### src/rtl/adder_accum_pkg.sv
// Shared types and constants for the byte-serial multi-cycle adder/accumulator tile.
package adder_accum_pkg;

    typedef enum logic [1:0] {
        OP_LOAD_A = 2'b00,
        OP_LOAD_B = 2'b01,
        OP_EXEC   = 2'b10,
        OP_READ   = 2'b11
    } opcode_e;

    typedef enum logic [1:0] {
        M_ADD = 2'b00,
        M_SUB = 2'b01,
        M_ACC = 2'b10,
        M_CLR = 2'b11
    } mode_e;

    typedef enum logic {
        S_IDLE = 1'b0,
        S_RUN  = 1'b1
    } state_e;

    localparam int STROBE  = 0;
    localparam int OPC_LSB = 1;
    localparam int BUSY    = 4;
    localparam int CARRY   = 5;
    localparam int OVF     = 6;
    localparam int DONE    = 7;

    localparam logic [7:0] UIO_OE = 8'hF0;

    // Counter width that stays legal when the count range collapses to one value.
    function automatic int cw(input int n);
        return (n > 1) ? $clog2(n) : 1;
    endfunction

endpackage

### src/rtl/adder_accum_adder_slice.sv
// Combinational CHUNK-bit ripple adder; also exposes the carry into its MSB.
module adder_slice #(
    parameter int CHUNK = 4
) (
    input  logic [CHUNK-1:0] a,
    input  logic [CHUNK-1:0] b,
    input  logic             cin,
    output logic [CHUNK-1:0] sum,
    output logic             cout,
    output logic             c_msb
);

    logic [CHUNK:0] c;

    always_comb begin
        c    = '0;
        sum  = '0;
        c[0] = cin;
        for (int i = 0; i < CHUNK; i++) begin
            sum[i]   = a[i] ^ b[i] ^ c[i];
            c[i+1]   = (a[i] & b[i]) | (c[i] & (a[i] ^ b[i]));
        end
    end

    assign cout  = c[CHUNK];
    assign c_msb = c[CHUNK-1];

endmodule

### src/rtl/tt_um_adder_accum.sv
// Byte-serial loader, multi-cycle chunked adder/accumulator with flags,
// byte-serial readback and idle auto-clear.
module tt_um_adder_accum
    import adder_accum_pkg::*;
#(
    parameter int WIDTH       = 16,
    parameter int CHUNK       = 4,
    parameter int HOLD_CYCLES = 1000
) (
    input  logic       clk,
    input  logic       rst_n,
    input  logic       ena,
    input  logic [7:0] ui_in,
    output logic [7:0] uo_out,
    input  logic [7:0] uio_in,
    output logic [7:0] uio_out,
    output logic [7:0] uio_oe
);

    localparam int N  = WIDTH / CHUNK;
    localparam int NB = WIDTH / 8;
    localparam int IW = cw(N);
    localparam int RW = cw(NB);
    localparam int HW = cw(HOLD_CYCLES + 1);

    state_e             state;
    logic [2:0]         sync;
    logic [WIDTH-1:0]   a_reg;
    logic [WIDTH-1:0]   b_reg;
    logic [WIDTH-1:0]   r_reg;
    logic [WIDTH-1:0]   wa;
    logic [WIDTH-1:0]   wb;
    logic [WIDTH-1:0]   wsum;
    logic [IW-1:0]      idx;
    logic               cy;
    logic               carry_f;
    logic               ovf_f;
    logic               done;
    logic [RW-1:0]      rd_ptr;
    logic [HW-1:0]      hold_cnt;

    logic               accept;
    logic               last;
    opcode_e            opc;
    mode_e              mode;
    logic [CHUNK-1:0]   s_sum;
    logic               s_cout;
    logic               s_cmsb;
    logic [WIDTH-1:0]   r_next;
    logic               unused_ok;

    assign accept = sync[1] & ~sync[2] & ena & (state == S_IDLE);
    assign opc    = opcode_e'(uio_in[OPC_LSB +: 2]);
    assign mode   = mode_e'(ui_in[1:0]);
    assign last   = (idx == IW'(N - 1));

    adder_slice #(.CHUNK(CHUNK)) u_slice (
        .a     (wa[idx*CHUNK +: CHUNK]),
        .b     (wb[idx*CHUNK +: CHUNK]),
        .cin   (cy),
        .sum   (s_sum),
        .cout  (s_cout),
        .c_msb (s_cmsb)
    );

    // Final result merges the last slice, so R updates in the same edge as the flags.
    always_comb begin
        r_next = wsum;
        r_next[idx*CHUNK +: CHUNK] = s_sum;
    end

    always_ff @(posedge clk or negedge rst_n) begin
        if (!rst_n) begin
            state    <= S_IDLE;
            sync     <= '0;
            a_reg    <= '0;
            b_reg    <= '0;
            r_reg    <= '0;
            wa       <= '0;
            wb       <= '0;
            wsum     <= '0;
            idx      <= '0;
            cy       <= 1'b0;
            carry_f  <= 1'b0;
            ovf_f    <= 1'b0;
            done     <= 1'b0;
            rd_ptr   <= '0;
            hold_cnt <= '0;
        end else begin
            sync <= {sync[1:0], uio_in[STROBE]};
            unique case (state)
                S_IDLE: begin
                    if (accept) begin
                        hold_cnt <= '0;
                        unique case (opc)
                            OP_LOAD_A: a_reg <= WIDTH'({a_reg, ui_in});
                            OP_LOAD_B: b_reg <= WIDTH'({b_reg, ui_in});
                            OP_READ: begin
                                if (rd_ptr == RW'(NB - 1))
                                    rd_ptr <= '0;
                                else
                                    rd_ptr <= rd_ptr + 1'b1;
                            end
                            OP_EXEC: begin
                                if (mode == M_CLR) begin
                                    r_reg   <= '0;
                                    carry_f <= 1'b0;
                                    ovf_f   <= 1'b0;
                                    done    <= 1'b1;
                                end else begin
                                    wa     <= (mode == M_ACC) ? r_reg : a_reg;
                                    wb     <= (mode == M_ADD) ? b_reg :
                                              (mode == M_SUB) ? ~b_reg : a_reg;
                                    cy     <= (mode == M_SUB);
                                    wsum   <= '0;
                                    idx    <= '0;
                                    done   <= 1'b0;
                                    rd_ptr <= '0;
                                    state  <= S_RUN;
                                end
                            end
                        endcase
                    end else if (done && HOLD_CYCLES != 0) begin
                        if (hold_cnt == HW'(HOLD_CYCLES - 1)) begin
                            hold_cnt <= '0;
                            r_reg    <= '0;
                            carry_f  <= 1'b0;
                            ovf_f    <= 1'b0;
                            done     <= 1'b0;
                            rd_ptr   <= '0;
                        end else begin
                            hold_cnt <= hold_cnt + 1'b1;
                        end
                    end
                end
                S_RUN: begin
                    cy   <= s_cout;
                    idx  <= idx + 1'b1;
                    wsum[idx*CHUNK +: CHUNK] <= s_sum;
                    if (last) begin
                        idx      <= '0;
                        r_reg    <= r_next;
                        carry_f  <= s_cout;
                        ovf_f    <= s_cmsb ^ s_cout;
                        done     <= 1'b1;
                        hold_cnt <= '0;
                        state    <= S_IDLE;
                    end
                end
            endcase
        end
    end

    always_comb begin
        uio_out        = '0;
        uio_out[BUSY]  = (state == S_RUN);
        uio_out[CARRY] = carry_f;
        uio_out[OVF]   = ovf_f;
        uio_out[DONE]  = done;
    end

    assign uo_out    = r_reg[8*rd_ptr +: 8];
    assign uio_oe    = UIO_OE;
    assign unused_ok = &{1'b0, uio_in[7:3]};

endmodule

### config.mk
export PLATFORM = sky130hd
export DESIGN_NAME = tt_um_adder_accum
export DESIGN_NICKNAME = d
export VERILOG_FILES = /design/src/rtl/adder_accum_pkg.sv /design/src/rtl/adder_accum_adder_slice.sv /design/src/rtl/tt_um_adder_accum.sv
export SDC_FILE = /design/constraint.sdc
export NUM_CORES = 1
export LEC_CHECK = 0
export ABC_AREA = 1
export CORE_ASPECT_RATIO = 0.75
export CORE_MARGIN = 1.5
export CORE_UTILIZATION = 35
export DETAILED_ROUTE_END_ITERATION = 12
export SLEW_MARGIN = 20
export SYNTH_ARGS = -nofsm -noshare
export SYNTH_HDL_FRONTEND = slang
export SYNTH_SLANG_ARGS = --single-unit
### constraint.sdc
create_clock -name clk -period 4.57 [get_ports clk]
set_clock_uncertainty 0.15 [all_clocks]
set_input_delay 0.914 -clock clk [delete_from_list [all_inputs] [get_ports clk]]
set_output_delay 0.914 -clock clk [all_outputs]
set_load 0.02 [all_outputs]
==> results.md, run 1 <==
* Via count at 4974
* Antenna violations before repair at 0
* Top sig layer: met4
* Hold Vio Cnt, Final at 0
* Cts hold-fix bufs at 0
* Leading area contributor after synthesis: dfrtp_1
* Cts bufs inserted at 17
* Crit path DAT at 3.83 ns
* GRT Util Overall at 0.186
* Max-cap violation count at 0
* Syn Area/Cell at 8.06 um2
* Peak VDD IR at 0.275 mV
* WL final at 15300 um
* Synthesized area at 6070 um2
* First-pass iteration count of the detailed router at 7
* Synth warn at 0
* Met1 wire length at 8140 um
* Final Max Tran Viols at 0
* CTS max path bufs at 2
* Die Height at 117 um
* Crit share post-route at 0.792
* PwrDens at 651 nW/um2
* Most used flip-flop cell after synthesis: dfrtp_1
* Area share of the largest cell type after synthesis at 0.482
* Pin count of the biggest net entering global routing at 77
* Period minus WS final at 3.62 ns
* Die ar. at 18100 um2
* Residual DRC count at 0
* Via/cell ratio at 5.00
* Avg WL per Cell at 15.4 um
* Max Freq at 276 MHz
* CTS tree: yes
* Outcome: finished clean
* Unrepaired setup endpoints after global routing: false
* Register area share after synthesis at 0.482
* Die X at 155 um
* Slowest-stage cell, CP: dfrtp_1
* Actual slew at the worst max-slew pin at 0.985 ns
* Worst path max stage delay at 0.75 ns
* Cells on Worst Hold Path at 0
* Total grt overflow at 0
* Core ar. at 16900 um2
* Post-synth ARST share at 1.00
* Port Buffers at 25
* # IOs at 43
* Root Driver: clkbuf_16
* Worst slew margin at 0.341
* Clock Latency Late Sink at 0.42 ns
* Post-Place Cells at 964
* Row count at 41
* Final #Nets at 798
* Routed Antenna Nets at 0
* Met2 Wirelength at 6120 um
* Clk pin slew, worst setup/hold paths at 0.06 ns
* Cell Chain, Critical Path: inv_1 -> buf_4 -> o21ai_0 -> o22ai_1 -> fa_1 -> inv_1 -> fa_1 -> inv_1 -> fa_1 -> nand2_1 -> nor2_1 -> nand2_1 -> a21oi_1 -> nand3_1 -> nand2_1
* Setup crit end kind: flop
* Synth cell count leaders: 204 x nand2_1, 117 x dfrtp_1, 65 x inv_1
* CTS H-tree lvls at 4
* Diode count at 0
* DPL Wire Length at 10200 um
* Iteration-0 DRC Markers at 415
* Clk sinks at 117
* Most numerous cell in the Yosys netlist: nand2_1
* Leakage at 0.00335 uW
* Library cells used by synthesis at 38
* GPL Wtd Cong at 0.806
* Starting Density at 0.360
* Synth area leaders: dfrtp_1 48%, nand2_1 13%, o21ai_0 4.5%
* Number of synthesized flops with an enable pin at 0
* Global-route wire length before repair at 25800 um
* CP required at 4.78 ns
* Peak fanout along the critical path at 19
* #FFs+latches synth at 117
* Fin cells at 995
* Setup Buffers After CTS at 0
* Setup violations, final at 0
* Crit path launch type: flop
* Syn Inst Count at 753
* Metal3 WL at 952 um
* Worst R2R Path Depth at 15
* Vias in the first global route at 4813
* Post-route setup TNS at 0 ns
* Synth-to-layout area growth at 14.8%
* Worst min-delay path category: flop to flop
* Share of post-route cells with drive strength above 1 at 0.0808
* PostCTS Resize Cnt at 0
* Kind of critical path: flop to flop
==> cell type report <==
| cell class | instances | area, um2 |
|---|---|---|
| fill | 1701 | 9910 |
| sequential | 117 | 2930 |
| multi-input combinational | 527 | 2610 |
| clock buffer | 18 | 439 |
| timing repair buffer | 34 | 328 |
| tap | 215 | 269 |
| inverter | 71 | 268 |
| clock inverter | 13 | 125 |
==> per-stage QoR <==
stage           util  setup slack [ns]  hold slack [ns]  total power (uW)  instance area [um2]
6_report       0.413             0.950            0.205              4540                 6970
5_1_grt        0.413             0.613            0.217              4890                 6970
4_1_cts        0.413             0.999            0.207              4560                 6970
3_5_place_dp   0.379              1.01            0.187              3260                 6400
3_3_place_gp   0.379              1.06            0.182              3230                 6400
2_1_floorplan      -              1.14            0.181              2800                 6110
==> logic make-up after synthesis <==
kind of cell               share of synthesized area
DFF                                            0.482
buffers and inverters                         0.0936
other                                        0.00124
adders and majority gates                     0.0276
and+or+nand+nor                                0.231
xor gates and xnor gates                     0.00289
AOI/OAI and AO/OA                              0.161
==> per-layer routing <==
layer / up-vias / global-route usage
met5: - / 0
met4: 0 / 0.0545
met3: 12 / 0.0453
met2: 136 / 0.265
met1: 2350 / 0.279
li1: 2476 / -
==> layout by cell type, fill, tap and decap left out, types with 2 or more instances in the layout <==
master	Yosys	final
nand2_1	204	204
dfrtp_1	117	117
inv_1	65	65
o21ai_0	55	55
nor2_1	53	53
nand3_1	50	50
a21oi_1	32	32
o21ai_1	29	29
clkdlybuf4s50_1	0	24
clkbuf_16	0	17
a31oi_1	16	16
a21o_1	14	14
conb_1	2	12
o22ai_1	10	10
buf_4	18	9
a22oi_1	8	8
nand4_1	7	7
ha_1	7	7
nand2_2	5	5
clkinvlp_4	0	5
inv_2	4	4
nor2_4	4	4
o211ai_1	4	4
fa_1	4	4
inv_6	0	3
clkinv_4	0	3
clkinv_2	1	2
nand3_2	2	2
xor2_1	2	2
==> worst max-delay path, delay by kind of cell, from the launching register on <==
kind	cells	cell delay (ns)
simple gates	5	0.49
buf+inv	4	0.48
compound gates	3	0.49
flops	1	0.75
fa+ha+maj	3	1.18
==> power by group <==
part / total [uW] / internal (uW) / switching, uW
Combinational: 1590 / 573 / 1010
Sequential: 1670 / 1380 / 286
Clock: 1280 / 764 / 518
==> worst paths after layout <==
check | start | to | slack [ns]
max | idx[0] | r_reg[7] | 0.95
min | sync[0] | sync[1] | 0.21
max reg2reg | idx[0] | r_reg[7] | 0.95
min reg2reg | sync[0] | sync[1] | 0.21
max in group asynchronous | rst_n | wsum[11] | 3.10
min in group asynchronous | rst_n | hold_cnt[4] | 0.35
No activity file was read; power rests on OpenSTA's default activity.
==> run 2: changes to the inputs <==
Clock period 4.57 ns to 3.55 ns, I/O delays scaled along.
==> run 2 against run 1 <==
Compared with the run above:
- clock-buffer cell count shrank 1
- worst hold slack got worse by 0.0083 ns
- final cell count up 0.50%
- global-route usage barely moved
- first-iteration DRC count is 6.3% higher
- die area unchanged
- register-to-register slack worse by 0.68 ns
- sequential share of layout area decreased by 0.31 points
- sequential cell count unchanged
- largest cell class unchanged
- total power up 30%
- non-clock buffer count increased by 5
==> results.md, run 2 (synthesis results as in run 1) <==
* CTS H-tree lvls at 4 (unchanged)
* Clk pin slew, worst setup/hold paths at 0.05 ns (about the same)
* CTS max path bufs at 2 (unchanged)
* GRT Util Overall at 0.186 (about the same)
* Die X at 155 um (unchanged)
* Crit path launch type: flop
* Setup crit end kind: flop
* Diode count at 0 (unchanged)
* Peak VDD IR at 0.379 mV (+38%)
* Die Height at 117 um (unchanged)
* Die ar. at 18100 um2 (unchanged)
* Period minus WS final at 3.28 ns (-0.338 ns)
* Vias in the first global route at 4845 (+0.66%)
* Global-route wire length before repair at 25900 um (+0.29%)
* Leakage at 0.00338 uW (+0.85%)
* Share of post-route cells with drive strength above 1 at 0.0879 (+0.00713)
* Peak fanout along the critical path at 15 (-4)
* Worst path max stage delay at 0.54 ns (-0.21 ns)
* Unrepaired setup endpoints after global routing: false
* Clk sinks at 117 (unchanged)
* Iteration-0 DRC Markers at 441 (+6.3%)
* Crit share post-route at 0.924 (+0.132)
* First-pass iteration count of the detailed router at 5 (-2)
* PwrDens at 837 nW/um2 (+28%)
* Residual DRC count at 0 (unchanged)
* Post-Route Utilization at 0.416 (+0.00326)
* WL final at 15500 um (+0.74%)
* GPL Wtd Cong at 0.839 (+4.1%)
* Clock Latency Late Sink at 0.42 ns (about the same)
* Worst slew margin at 0.513 (+0.172)
* Total grt overflow at 0 (unchanged)
* Actual slew at the worst max-slew pin at 0.730 ns (-0.255 ns)
* Outcome: finished clean
* Avg WL per Cell at 15.5 um (+0.24%)
* Cell Chain, Critical Path: o21ai_0 -> nor2_1 -> a21oi_1 -> fa_1 -> inv_1 -> fa_1 -> inv_1 -> fa_1 -> inv_1 -> fa_1 -> nand2_1 -> nor2_1 -> nand2_1 -> a21oi_1 -> nand3_1 -> nand2_1
* Via count at 4978 (+0.080%)
* Starting Density at 0.360 (unchanged)
* Commonest non-fill, non-tap cell in the layout: nand2_1
* DPL Wire Length at 10700 um (+4.7%)
* CP required at 3.75 ns (-1.03 ns)
* Max Freq at 305 MHz (+10%)
* Via/cell ratio at 4.98 (-0.42%)
* CTS tree: yes
* Worst min-delay path category: input pin to asynchronous set/reset pin
* Root Driver: clkbuf_16
* Final #Nets at 803 (+0.63%)
* Core ar. at 16900 um2 (unchanged)
* Row count at 41 (unchanged)
* Post-route setup TNS at 0 ns (unchanged)
* Hold_ws at 0.197 ns (-0.00827 ns)
* Slowest-stage cell, CP: fa_1
* Cts hold-fix bufs at 0 (unchanged)
* Hold Vio Cnt, Final at 0 (unchanged)
* Crit path DAT at 3.48 ns (-0.35 ns)
* Port Buffers at 25 (unchanged)
* Max-cap violation count at 0 (unchanged)
* Final Max Tran Viols at 0 (unchanged)
* Kind of critical path: flop to flop
* Synth-to-layout area growth at 15.7%
* Cts bufs inserted at 17 (unchanged)
* Routed Antenna Nets at 0 (unchanged)
* Antenna violations before repair at 0 (unchanged)
* Pin count of the biggest net entering global routing at 51 (-34%)
* Commonest non-fill, non-tap cells in the layout: 204 x nand2_1, 116 x dfrtp_1, 65 x inv_1, 55 x o21ai_0, 53 x nor2_1
* # IOs at 43 (unchanged)
* Crit-path most repeated cell: fa_1
* Setup violations, final at 0 (unchanged)
[run 2: cell type report]
cell class | count | area (um2)
Clock buffer | 17 | 425
Clock inverter | 14 | 155
Fill cell | 1693 | 9860
Inverter | 71 | 268
Multi-Input combinational cell | 527 | 2610
Sequential cell | 117 | 2930
Tap cell | 215 | 269
Timing Repair Buffer | 39 | 365
[run 2: power breakdown]
part	switching, uW	leakage, uW	internal (uW)
logic	1270	0.00159	739
clock network	658	0.000268	1030
registers	386	0.00152	1780
[run 2: timing repair]
action	CTS	global route
buffers inserted	0	0
setup endpoints to repair	0	3
resized for setup	0	1
[run 2: routing by layer]
layer / GRT usage / wire (um) / vias to the layer above / share of wire
li1: - / - / 2489 / -
met1: 0.284 / 8300 / 2366 / 0.54
met2: 0.265 / 6270 / 112 / 0.41
met3: 0.0420 / 751 / 11 / 0.049
met4: 0.0487 / 129 / 0 / 0.0083
met5: 0 / 0 / - / 0
[run 2: path summary, 6_finish.rpt]
kind	slack [ns]	endpoint	cells past startpoint	from
setup / recovery	0.27	r_reg[7]	16	idx[0]
hold / removal	0.20	hold_cnt[4]	1	rst_n
setup reg to reg	0.27	r_reg[7]	16	idx[0]
min in group clk	0.20	sync[1]	0	sync[0]
hold reg to reg	0.20	sync[1]	0	sync[0]
max in group asynchronous	2.27	b_reg[0]	2	rst_n
[run 2: per-stage QoR]
stage                     instances  cell area (um2)  power (uW)  worst slack, ns
final                          1000             7020        5880            0.268
after CTS                      1000             7020        5910            0.203
after global routing           1000             7020        6320           0.0312
after detailed placement        969             6440        4190            0.226
after floorplan                 763             6110        3600            0.120
after global placement          969             6440        4160            0.254
[run 2: worst max-delay path: cells and delay by family (launching register included)]
family | cells | cell delay (ns)
flops | 1 | 0.49
buf+inv | 3 | 0.20
simple gates | 6 | 0.54
compound gates | 3 | 0.54
fa+ha+maj | 4 | 1.31
